### config.mk
export PLATFORM = sky130hd
export DESIGN_NAME = uart_rx_monitor_flat
export DESIGN_NICKNAME = d
export VERILOG_FILES = /design/src/rtl/uart_rx_monitor_if.sv /design/src/rtl/uart_rx_monitor.sv /design/src/flat_wrapper.sv
export SDC_FILE = /design/constraint.sdc
export NUM_CORES = 1
export LEC_CHECK = 0
export CAP_MARGIN = 20
export CORE_ASPECT_RATIO = 1.4
export CORE_MARGIN = 1
export CORE_UTILIZATION = 52
export DETAILED_ROUTE_END_ITERATION = 16
export PLACE_DENSITY = 0.83
export REMOVE_ABC_BUFFERS = 1
export SYNTH_ARGS = -nofsm -noshare
export SYNTH_HDL_FRONTEND = slang
export SYNTH_SLANG_ARGS = --single-unit
### constraint.sdc
create_clock -name clk_i -period 3.45 [get_ports clk_i]
set_clock_uncertainty 0.15 [all_clocks]
set_input_delay 0.5175 -clock clk_i [delete_from_list [all_inputs] [get_ports clk_i]]
set_output_delay 0.5175 -clock clk_i [all_outputs]
set_load 0.03 [all_outputs]
### src/rtl/uart_rx_monitor_if.sv
// Register-bus bundle between a stimulus/controller (master) and the UART receive monitor (slave).
interface uart_rx_monitor_if;
  logic        reg_we;
  logic        reg_re;
  logic [11:0] reg_addr;
  logic [31:0] reg_wdata;
  logic [31:0] reg_rdata;

  modport master (
    output reg_we,
    output reg_re,
    output reg_addr,
    output reg_wdata,
    input  reg_rdata
  );

  modport slave (
    input  reg_we,
    input  reg_re,
    input  reg_addr,
    input  reg_wdata,
    output reg_rdata
  );
endinterface

### src/rtl/uart_rx_monitor.sv
// 8N1 UART receiver with an RX FIFO, sticky error flags and a small register-bus responder.
module uart_rx_monitor #(
  parameter int unsigned DEPTH   = 8,
  parameter logic [15:0] DIV_RST = 16'd43
) (
  input  logic             clk_i,
  input  logic             rst_ni,
  uart_rx_monitor_if.slave bus,
  input  logic             rx_i,
  output logic             intr_rx,
  output logic             intr_rx_err
);

  localparam int unsigned AW = (DEPTH > 1) ? $clog2(DEPTH) : 1;
  localparam int unsigned LW = AW + 1;
  localparam logic [LW-1:0] LVL_ONE  = LW'(1);
  localparam logic [LW-1:0] LVL_FULL = LW'(DEPTH);
  localparam logic [AW-1:0] PTR_ONE  = AW'(1);

  localparam logic [11:0] ADDR_CTRL   = 12'h000;
  localparam logic [11:0] ADDR_RDATA  = 12'h004;
  localparam logic [11:0] ADDR_STATUS = 12'h008;
  localparam logic [11:0] ADDR_CLEAR  = 12'h00C;

  typedef enum logic [1:0] {
    ST_IDLE  = 2'd0,
    ST_START = 2'd1,
    ST_DATA  = 2'd2,
    ST_STOP  = 2'd3
  } state_e;

  state_e          state_q, state_d;
  logic [15:0]     cnt_q, cnt_d;
  logic [2:0]      bit_idx_q, bit_idx_d;
  logic [7:0]      shreg_q, shreg_d;
  logic            rx_meta_q, rx_sync_q, rx_prev_q;

  logic            ctrl_en_q, ctrl_en_d;
  logic [3:0]      ctrl_thr_q, ctrl_thr_d;
  logic [15:0]     ctrl_div_q, ctrl_div_d;

  logic [7:0]      mem_q [DEPTH];
  logic [AW-1:0]   wr_ptr_q, wr_ptr_d;
  logic [AW-1:0]   rd_ptr_q, rd_ptr_d;
  logic [LW-1:0]   level_q, level_d;
  logic            frame_err_q, frame_err_d;
  logic            overrun_q, overrun_d;
  logic [31:0]     reg_rdata_q, reg_rdata_d;

  logic            rx_en_s, rx_fall_s;
  logic            push_req_s, fe_set_s, push_ok_s, ov_set_s;
  logic            wr_ctrl_s, wr_clear_s, rd_s, pop_s, flush_s, clr_err_s;
  logic            empty_s, full_s;
  logic [3:0]      thr_eff_s;
  logic [6:0]      level7_s;
  logic [31:0]     status_s;
  logic            unused_s;

  assign unused_s = ^bus.reg_wdata[30:20];

  assign rx_en_s   = ctrl_en_q && (ctrl_div_q >= 16'd2);
  assign rx_fall_s = rx_prev_q && !rx_sync_q;

  assign wr_ctrl_s  = bus.reg_we && (bus.reg_addr == ADDR_CTRL);
  assign wr_clear_s = bus.reg_we && (bus.reg_addr == ADDR_CLEAR);
  assign rd_s       = bus.reg_re && !bus.reg_we;
  assign empty_s    = (level_q == {LW{1'b0}});
  assign full_s     = (level_q == LVL_FULL);
  assign pop_s      = rd_s && (bus.reg_addr == ADDR_RDATA) && !empty_s;
  assign flush_s    = wr_clear_s && bus.reg_wdata[0];
  assign clr_err_s  = wr_clear_s && bus.reg_wdata[1];

  // A push into a full FIFO only succeeds when a pop frees the slot in the same cycle.
  assign push_ok_s  = push_req_s && !flush_s && (!full_s || pop_s);
  assign ov_set_s   = push_req_s && !flush_s && full_s && !pop_s;

  assign level7_s   = 7'(level_q);
  assign status_s   = {20'd0, overrun_q, frame_err_q, full_s, empty_s, 1'b0, level7_s};
  assign thr_eff_s  = (ctrl_thr_q == 4'd0) ? 4'd1 : ctrl_thr_q;

  assign intr_rx       = (level7_s >= {3'd0, thr_eff_s});
  assign intr_rx_err   = frame_err_q || overrun_q;
  assign bus.reg_rdata = reg_rdata_q;

  // Receive FSM: next state, baud counter, bit index and shift register.
  always_comb begin
    state_d    = state_q;
    cnt_d      = cnt_q;
    bit_idx_d  = bit_idx_q;
    shreg_d    = shreg_q;
    push_req_s = 1'b0;
    fe_set_s   = 1'b0;
    if (!rx_en_s) begin
      state_d   = ST_IDLE;
      cnt_d     = 16'd0;
      bit_idx_d = 3'd0;
    end else begin
      case (state_q)
        ST_IDLE: begin
          if (rx_fall_s) begin
            state_d = ST_START;
            cnt_d   = 16'd0;
          end else begin
            state_d = ST_IDLE;
          end
        end
        ST_START: begin
          // Half-bit offset here puts every later sample in the middle of its bit.
          if (cnt_q == (ctrl_div_q >> 1)) begin
            cnt_d     = 16'd0;
            bit_idx_d = 3'd0;
            if (!rx_sync_q) begin
              state_d = ST_DATA;
            end else begin
              state_d = ST_IDLE;
            end
          end else begin
            cnt_d = cnt_q + 16'd1;
          end
        end
        ST_DATA: begin
          if (cnt_q == (ctrl_div_q - 16'd1)) begin
            cnt_d     = 16'd0;
            shreg_d   = {rx_sync_q, shreg_q[7:1]};
            bit_idx_d = bit_idx_q + 3'd1;
            if (bit_idx_q == 3'd7) begin
              state_d = ST_STOP;
            end else begin
              state_d = ST_DATA;
            end
          end else begin
            cnt_d = cnt_q + 16'd1;
          end
        end
        ST_STOP: begin
          if (cnt_q == (ctrl_div_q - 16'd1)) begin
            cnt_d   = 16'd0;
            state_d = ST_IDLE;
            if (rx_sync_q) begin
              push_req_s = 1'b1;
            end else begin
              fe_set_s = 1'b1;
            end
          end else begin
            cnt_d = cnt_q + 16'd1;
          end
        end
        default: begin
          state_d = ST_IDLE;
          cnt_d   = 16'd0;
        end
      endcase
    end
  end

  // FIFO pointers, level and sticky error flags; flush overrides push and pop.
  always_comb begin
    wr_ptr_d    = wr_ptr_q;
    rd_ptr_d    = rd_ptr_q;
    level_d     = level_q;
    frame_err_d = fe_set_s || (frame_err_q && !clr_err_s);
    overrun_d   = ov_set_s || (overrun_q && !clr_err_s);
    if (flush_s) begin
      wr_ptr_d = {AW{1'b0}};
      rd_ptr_d = {AW{1'b0}};
      level_d  = {LW{1'b0}};
    end else begin
      if (push_ok_s) begin
        wr_ptr_d = wr_ptr_q + PTR_ONE;
      end else begin
        wr_ptr_d = wr_ptr_q;
      end
      if (pop_s) begin
        rd_ptr_d = rd_ptr_q + PTR_ONE;
      end else begin
        rd_ptr_d = rd_ptr_q;
      end
      case ({push_ok_s, pop_s})
        2'b10:   level_d = level_q + LVL_ONE;
        2'b01:   level_d = level_q - LVL_ONE;
        default: level_d = level_q;
      endcase
    end
  end

  // Control register writes and registered read data.
  always_comb begin
    ctrl_en_d   = ctrl_en_q;
    ctrl_thr_d  = ctrl_thr_q;
    ctrl_div_d  = ctrl_div_q;
    reg_rdata_d = reg_rdata_q;
    if (wr_ctrl_s) begin
      ctrl_en_d  = bus.reg_wdata[31];
      ctrl_thr_d = bus.reg_wdata[19:16];
      ctrl_div_d = bus.reg_wdata[15:0];
    end else begin
      ctrl_en_d  = ctrl_en_q;
    end
    if (rd_s) begin
      case (bus.reg_addr)
        ADDR_CTRL:   reg_rdata_d = {ctrl_en_q, 11'd0, ctrl_thr_q, ctrl_div_q};
        ADDR_RDATA: begin
          if (pop_s) begin
            reg_rdata_d = {24'd0, mem_q[rd_ptr_q]};
          end else begin
            reg_rdata_d = 32'd0;
          end
        end
        ADDR_STATUS: reg_rdata_d = status_s;
        default:     reg_rdata_d = 32'd0;
      endcase
    end else begin
      reg_rdata_d = reg_rdata_q;
    end
  end

  // State registers; the synchroniser idles high so reset never looks like a start bit.
  always_ff @(posedge clk_i or negedge rst_ni) begin
    if (!rst_ni) begin
      state_q     <= ST_IDLE;
      cnt_q       <= 16'd0;
      bit_idx_q   <= 3'd0;
      shreg_q     <= 8'd0;
      rx_meta_q   <= 1'b1;
      rx_sync_q   <= 1'b1;
      rx_prev_q   <= 1'b1;
      ctrl_en_q   <= 1'b0;
      ctrl_thr_q  <= 4'd1;
      ctrl_div_q  <= DIV_RST;
      wr_ptr_q    <= {AW{1'b0}};
      rd_ptr_q    <= {AW{1'b0}};
      level_q     <= {LW{1'b0}};
      frame_err_q <= 1'b0;
      overrun_q   <= 1'b0;
      reg_rdata_q <= 32'd0;
    end else begin
      state_q     <= state_d;
      cnt_q       <= cnt_d;
      bit_idx_q   <= bit_idx_d;
      shreg_q     <= shreg_d;
      rx_meta_q   <= rx_i;
      rx_sync_q   <= rx_meta_q;
      rx_prev_q   <= rx_sync_q;
      ctrl_en_q   <= ctrl_en_d;
      ctrl_thr_q  <= ctrl_thr_d;
      ctrl_div_q  <= ctrl_div_d;
      wr_ptr_q    <= wr_ptr_d;
      rd_ptr_q    <= rd_ptr_d;
      level_q     <= level_d;
      frame_err_q <= frame_err_d;
      overrun_q   <= overrun_d;
      reg_rdata_q <= reg_rdata_d;
    end
  end

  // FIFO storage; contents are only meaningful below the level count, so no reset.
  always_ff @(posedge clk_i) begin
    if (push_ok_s) begin
      mem_q[wr_ptr_q] <= shreg_q;
    end
  end

endmodule
### src/flat_wrapper.sv
// flat-port wrapper written by rule: the top's interface ports become plain ports
module uart_rx_monitor_flat 
#(
  parameter int unsigned DEPTH   = 8,
  parameter logic [15:0] DIV_RST = 16'd43
)
  (clk_i, rst_ni, rx_i, intr_rx, intr_rx_err, bus_reg_we, bus_reg_re, bus_reg_addr, bus_reg_wdata, bus_reg_rdata);
  uart_rx_monitor_if bus_i ();
  input  logic clk_i;
  input  logic rst_ni;
  input  logic rx_i;
  output logic intr_rx;
  output logic intr_rx_err;
  input wire logic [$bits(bus_i.reg_we)-1:0] bus_reg_we;
  input wire logic [$bits(bus_i.reg_re)-1:0] bus_reg_re;
  input wire logic [$bits(bus_i.reg_addr)-1:0] bus_reg_addr;
  input wire logic [$bits(bus_i.reg_wdata)-1:0] bus_reg_wdata;
  output wire logic [$bits(bus_i.reg_rdata)-1:0] bus_reg_rdata;
  assign bus_i.reg_we = bus_reg_we;
  assign bus_i.reg_re = bus_reg_re;
  assign bus_i.reg_addr = bus_reg_addr;
  assign bus_i.reg_wdata = bus_reg_wdata;
  assign bus_reg_rdata = bus_i.reg_rdata;
  uart_rx_monitor #(.DEPTH(DEPTH), .DIV_RST(DIV_RST)) u_core (.clk_i(clk_i), .rst_ni(rst_ni), .bus(bus_i), .rx_i(rx_i), .intr_rx(intr_rx), .intr_rx_err(intr_rx_err));
endmodule
==> Word level (Yosys, flattened, before mapping) <==
Memories as Yosys holds them, arrays and structs flattened.
Cells that the tools add are included.
{ "classes": {"addsub": 7, "n_lt_le_gt_ge": 2, "n_eq_ne": 17, "n_mux": 36, "n_reduce_logical": 37} }
{ "op_table": {"columns": ["operator", "n"], "rows": [
  ["32-bit one-hot mux with 3 select lines", 1],
  ["16-bit two-way mux", 4],
  ["16-bit one-hot mux with 3 select lines", 1],
  ["12-bit by 4-bit equality test with 1-bit output (second input constant)", 2],
  ["3-bit two-way mux", 7],
  ["16-bit by 1-bit adder with 16-bit output (second input constant)", 1],
  ["16-bit by 15-bit equality test with 1-bit output", 1],
  ["16-bit equality test", 1],
  ["16-bit by 2-bit greater-or-equal comparator with 1-bit output (second input constant)", 1],
  ["16-bit by 1-bit subtractor with 16-bit output (second input constant)", 1],
  ["1-bit logical AND", 15],
  ["3-bit != test (second input constant)", 5],
  ["12-bit by 3-bit equality test with 1-bit output (second input constant)", 1],
  ["12-bit zero test", 1],
  ["1-bit two-way mux", 12],
  ["2-bit two-way mux", 5],
  ["3-bit by 1-bit adder with 3-bit output (second input constant)", 3],
  ["3-bit AND reduction", 3],
  ["4-bit zero test", 2],
  ["4-bit two-way mux", 2],
  ["8-bit two-way mux", 1],
  ["2-bit one-hot mux with 4 select lines", 1],
  ["4-bit one-hot mux with 2 select lines", 1],
  ["1-bit zero test", 7],
  ["other kinds (13)", 20]
]} }
{ "word_totals": {"ff_bits": 97, "ramBits": 64, "input_bits": 49, "out_inout_bits": 34, "word_cells": 116, "n_memories": 1} }
{ "memory_table": {"columns": ["memory", "depth", "width", "rd", "rd_clocked_by_memory_dff", "write_ports", "line_no", "source"], "rows": [
  ["u_core.mem_q", 8, 8, 1, 0, 1, "uart_rx_monitor.sv:42", "logic [7:0] mem_q [DEPTH];"]
]} }

==> Depth between registers and ports, before layout <==
{ "logic_depth": {"depth_word": 10, "depth_mapped": 20} }

==> Least setup slack after synthesis <==
Ideal clock, no wire load.
{ "synth_path": {"path_type": "reg2reg", "startpoint": "reg u_core.ctrl_div_q[1]", "endpoint": "reg u_core.level_q[2]", "setup_time_ns": 0.131, "arrival_time_ns": 3.476, "t_required_ns": 3.169, "slack_ns": -0.308, "stages_incl_launch_ff": 20, "n_path_buf": 3, "synth_period_minus_slack_ns": 3.758, "path_cell_list": "dfstp_2 > buf_6 > inv_1 > ha_1 > nor3b_1 > clkbuf_1 > and4_1 > o21ai_0 > nand4bb_1 > and4bb_2 > nand3_1 > ha_1 > clkbuf_1 > xor2_1 > ha_1 > a21oi_1 > xor2_1 > nor2_1 > xnor2_1 > nor2_1"} }
{ "synth_between": {"elab_chain_cells": 10, "word_cells_on_any_way": 14, "classes_between": "1 x add/sub; 1 x order compare; 3 x eq/ne; 5 x mux; 4 x reduce/logical"} }
{ "synth_lines": {"columns": ["element", "line_no", "source"], "rows": [
  ["start, declared", "uart_rx_monitor.sv:40", "logic [15:0] ctrl_div_q, ctrl_div_d;"],
  ["start signal, assigned", "uart_rx_monitor.sv:246", "ctrl_div_q <= ctrl_div_d;"],
  ["16-bit by 1-bit subtractor with 16-bit output", "uart_rx_monitor.sv:136", "if (cnt_q == (ctrl_div_q - 16'd1)) begin"],
  ["16-bit equality test", "uart_rx_monitor.sv:136", null],
  ["1-bit two-way mux", "uart_rx_monitor.sv:136", null],
  ["1-bit two-way mux", "uart_rx_monitor.sv:98", "case (state_q)"],
  ["1-bit two-way mux *", "uart_rx_monitor.sv:93", "if (!rx_en_s) begin"],
  ["1-bit logical AND * (2 in a row)", "uart_rx_monitor.sv:74", "assign push_ok_s = push_req_s && !flush_s && (!full_s || pop_s);"],
  ["2-bit by 1-bit equality test with 1-bit output or 2-bit equality test (tied branches)", "uart_rx_monitor.sv:178", "case ({push_ok_s, pop_s})"],
  ["4-bit one-hot mux with 2 select lines", "uart_rx_monitor.sv:178", null],
  ["4-bit two-way mux", "uart_rx_monitor.sv:163", "if (flush_s) begin"],
  ["end signal, assigned", "uart_rx_monitor.sv:232", "level_q <= {LW{1'b0}};"],
  ["end signal, assigned", "uart_rx_monitor.sv:249", "level_q <= level_d;"],
  ["end, declared", "uart_rx_monitor.sv:45", "logic [LW-1:0] level_q, level_d;"]
]} }
Mark *: on every way between the ends. The rest lies on a longest branch, timed or not.
A chain may end at the register's enable or synchronous reset.

==> Worst setup path after layout <==
{ "layout_path": {"startpoint": "reg u_core.ctrl_div_q[1]", "endpoint": "reg u_core.level_q[3]"} }
The elaborated chain is that of the path after synthesis.

==> results.md <==
- Layout area overhead: 22.4%
- GPL Wtd Cong: ~0.9
- Top post-synthesis cells by count: 90 x nand2_1, 78 x dfrtp_1, 64 x edfxtp_1
- Buf/Inv on CP: 2
- Startpoint types: flop
- Peak VDD IR: around 0.00035 V
- WL final: around 20 mm
- Failing checks: setup timing
- Layout Cells excl Fill: approximately 980
- Final hold vios: 0
- Ys async rst share: 57.3%
- Max Fclk: around 0.28 GHz
- Row cnt: 52
- Final #Nets: approximately 840
- Dpl cells: between 900 and 1,000
- CP Class: flop to flop
- Initial detailed-routing violation count: 401
- Sink Count: 150
- CTS Buffer Depth: 2
- WP data required: 3.62 ns
- Syn_area_per_cell: approximately 11 µm²
- CP arrival: ~3.8 ns
- 1st-pass router iterations: 5
- Synth cell types: 66
- First-pass GRT wire length: around 32 mm
- Crit-path max FO: 5
- Final worst-path cycle share: 105%
- Top delay family on crit path: simple AND/OR/NAND/NOR gates
- Main synth FF type: dfrtp_1
- ANT cells: 0
- Final instance area: approximately 0.0096 mm²
- Vias in the first global route: between 6,000 and 7,000
- CTS tree: done
- Clock Pin Slew Worst Setup and Hold Paths: approximately 0.07 ns
- Post-Synthesis Cells: 691
- # setup viols final: 2
- Pwr Density: ~450 mW/mm²
- Tot Pwr: ~0.0043 W
- Total CTS buffers: 17
- R2R Setup Slk: -0.17 ns
- DR vias/cell: a little over 6
- Hold Buf Count CTS: 0
- Die area: ~0.016 mm²
- Crit path cell chain: buf_6 > or4_4 > xnor2_1 > or3_1 > o211ai_1 > and4bb_2 > nand3_4 > buf_6 > ha_4 > xor2_1 > a222oi_1 > or3_1 > a21oi_2
- Largest cells by area after synthesis: dfrtp_1 25%, edfxtp_1 25%, mux4_2 4.6%, nand2_1 4.3%, mux2_2 3.3%
- Worst-Skew Late Latency: ~0.43 ns
- IO Pins: 83
- Most frequent cell after synthesis: nand2_1
- Synth warn: 0
- Fillers: 967
- Avg WL per Cell: 20.4 µm
- Yosys top cell area share: between 20% and 30%
- Hold WS: 0.0379 ns
- Yosys top cell by area: dfrtp_1
- Critical-path top delay cell: or4_4
- Min cycle time layout: 3.62 ns
- Slew headroom: between 40% and 50%
- Hpwl dp: 13.2 mm
- Core Footprint: between 0.01 and 0.015 mm²
- Worst slew pin tran: roughly 0.88 ns
- Worst-case reg-to-reg path depth: 13
- Unrepaired setup endpoints after global routing: yes
- Post-synth EDFFs: between 60 and 70
- Die width: approximately 110 µm
- Tightest Hold Check Type: input port to async pin
- H-tree lvl count: 4
- ANT nets after route: 0
- Area post-placement: slightly below 0.009 mm²
- Remaining Overflow, GRT: 0
- Worst setup path start: u_core.ctrl_div_q[1]
- IO Port Bufs: 60
- Critical Path Max Stage Delay: ~0.6 ns
- Leakage: between 3 and 4 nW
- Layout cell share with drive strength beyond 1: around 22%
- Max cap viols: 0
- Synth Register Bits: 150
- Height of the die: 147 µm
- Synth Cell Area: between 0.007 and 0.008 mm²
- CP endpoint kind: flop
- DR vias: a little under 6,000
- Clk root buf: clkbuf_16
- Largest net degree at the start of global routing: approximately 70
- DRC errors left: 0
- GRT Total Usage: a little over a quarter
- Setup slack at placement: -0.389 ns
- Reg-to-reg critical path startpoint: u_core.ctrl_div_q[1]
- Initial antenna violation count: 0
- CP Depth: 13
- Post-synthesis sequential area ratio: ~52%
- Final max-slew violation count: 0
- Starting Density: 53.7%
- Outcome: finished, violations left
- Setup WS post-layout: -0.166 ns
## final timing paths
path / end
hold reg to reg: u_core.rx_sync_q
setup / recovery: u_core.level_q[3]
max in group asynchronous: u_core.ctrl_div_q[3]
min in group clk_i: u_core.rx_sync_q
setup reg to reg: u_core.level_q[3]
hold / removal: u_core.ctrl_div_q[13]
## per-layer routing
| metal | vias to the layer above | GRT usage [%] | wire (µm) | part of all wire, % |
|---|---|---|---|---|
| met2 | 288 | 47.9 | 10600 | 53 |
| met1 | 2921 | 29.5 | 7110 | 36 |
| li1 | 2634 | - | - | - |
| met3 | 75 | 4.75 | 1260 | 6.3 |
| met4 | 0 | 16.1 | 973 | 4.9 |
| met5 | - | 0 | 0 | 0 |
## cells in the final DEF (no fill, tap or decap), drive strengths merged, types with 4 or more instances in the layout
cell / netlist / routed
o31ai: 4 / 4
o22ai: 4 / 4
clkinv: 0 / 7
clkbuf: 42 / 17
a21oi: 12 / 12
and2: 10 / 10
or2: 5 / 5
inv: 15 / 23
nand2: 90 / 90
dfstp: 8 / 8
mux2i: 21 / 21
conb: 1 / 11
mux4: 16 / 16
nor4: 9 / 9
nand4: 13 / 13
buf: 24 / 62
edfxtp: 64 / 64
clkdlybuf4s50: 0 / 58
o221ai: 10 / 10
or3: 5 / 5
nor2b: 11 / 11
xnor2: 21 / 21
xor2: 24 / 24
nor2: 40 / 40
nor3: 12 / 12
a22o: 8 / 8
dfrtp: 78 / 78
mux2: 23 / 23
ha: 19 / 19
o21ai: 33 / 33
o211ai: 11 / 11
nand2b: 9 / 9
nand3: 15 / 15
## through the flow
stage | TNS [ns] | utilization, %
2_1_floorplan | -6.09 | -
5_1_grt | -0.466 | 65.8
4_1_cts | -0.191 | 65.5
3_3_place_gp | -0.387 | 60.4
3_5_place_dp | -1.86 | 60.4
6_report | -0.327 | 65.8
## kinds of logic (layout without fill, tap and decap cells)
| group | Yosys count | in the layout | synth area share, % |
|---|---|---|---|
| adders and majority gates | 20 | 20 | 3.16 |
| and+or+nand+nor | 236 | 236 | 15.2 |
| DFF | 150 | 150 | 52.1 |
| buffers and inverters | 81 | 168 | 4.79 |
| other | 1 | 11 | 0.0479 |
| AOI/OAI and AO/OA | 98 | 98 | 9.06 |
| muxes | 60 | 60 | 10.6 |
| xor gates and xnor gates | 45 | 45 | 5.03 |
## sequential cells by signal, summed over array words and instances (netlist names), 4 cells and up
signal	cells
u_core.ctrl_div_q	16
u_core.cnt_q	16
u_core.mem_q	64
u_core.level_q	4
u_core.bus.reg_rdata	21
u_core.shreg_q	8
u_core.ctrl_thr_q	4
## final cells by class
cell class | count | area [µm²] | share of cell area (%)
Tap cell | 189 | 236 | 2.47
Multi-Input combinational cell | 470 | 3510 | 36.6
Sequential cell | 150 | 4080 | 42.6
Inverter | 15 | 56.3 | 0.587
Timing Repair Buffer | 121 | 1080 | 11.2
Clock buffer | 17 | 425 | 4.44
Clock inverter | 15 | 196 | 2.05
## where the power goes
group	total [W]	leakage, nW	switching [W]	internal [W]
sequential	0.00192	1.69	0.0000417	0.00188
clock	0.00189	0.302	0.000896	0.000994
combinational	0.000516	1.89	0.000339	0.000177
## timing repair
action / in CTS / in global routing
buffers inserted: 5 / 0
pin swaps: 14 / 4
endpoints found under the setup margin: 16 / 39
resized for setup: 20 / 9
Power figures use the tool's default switching activity.
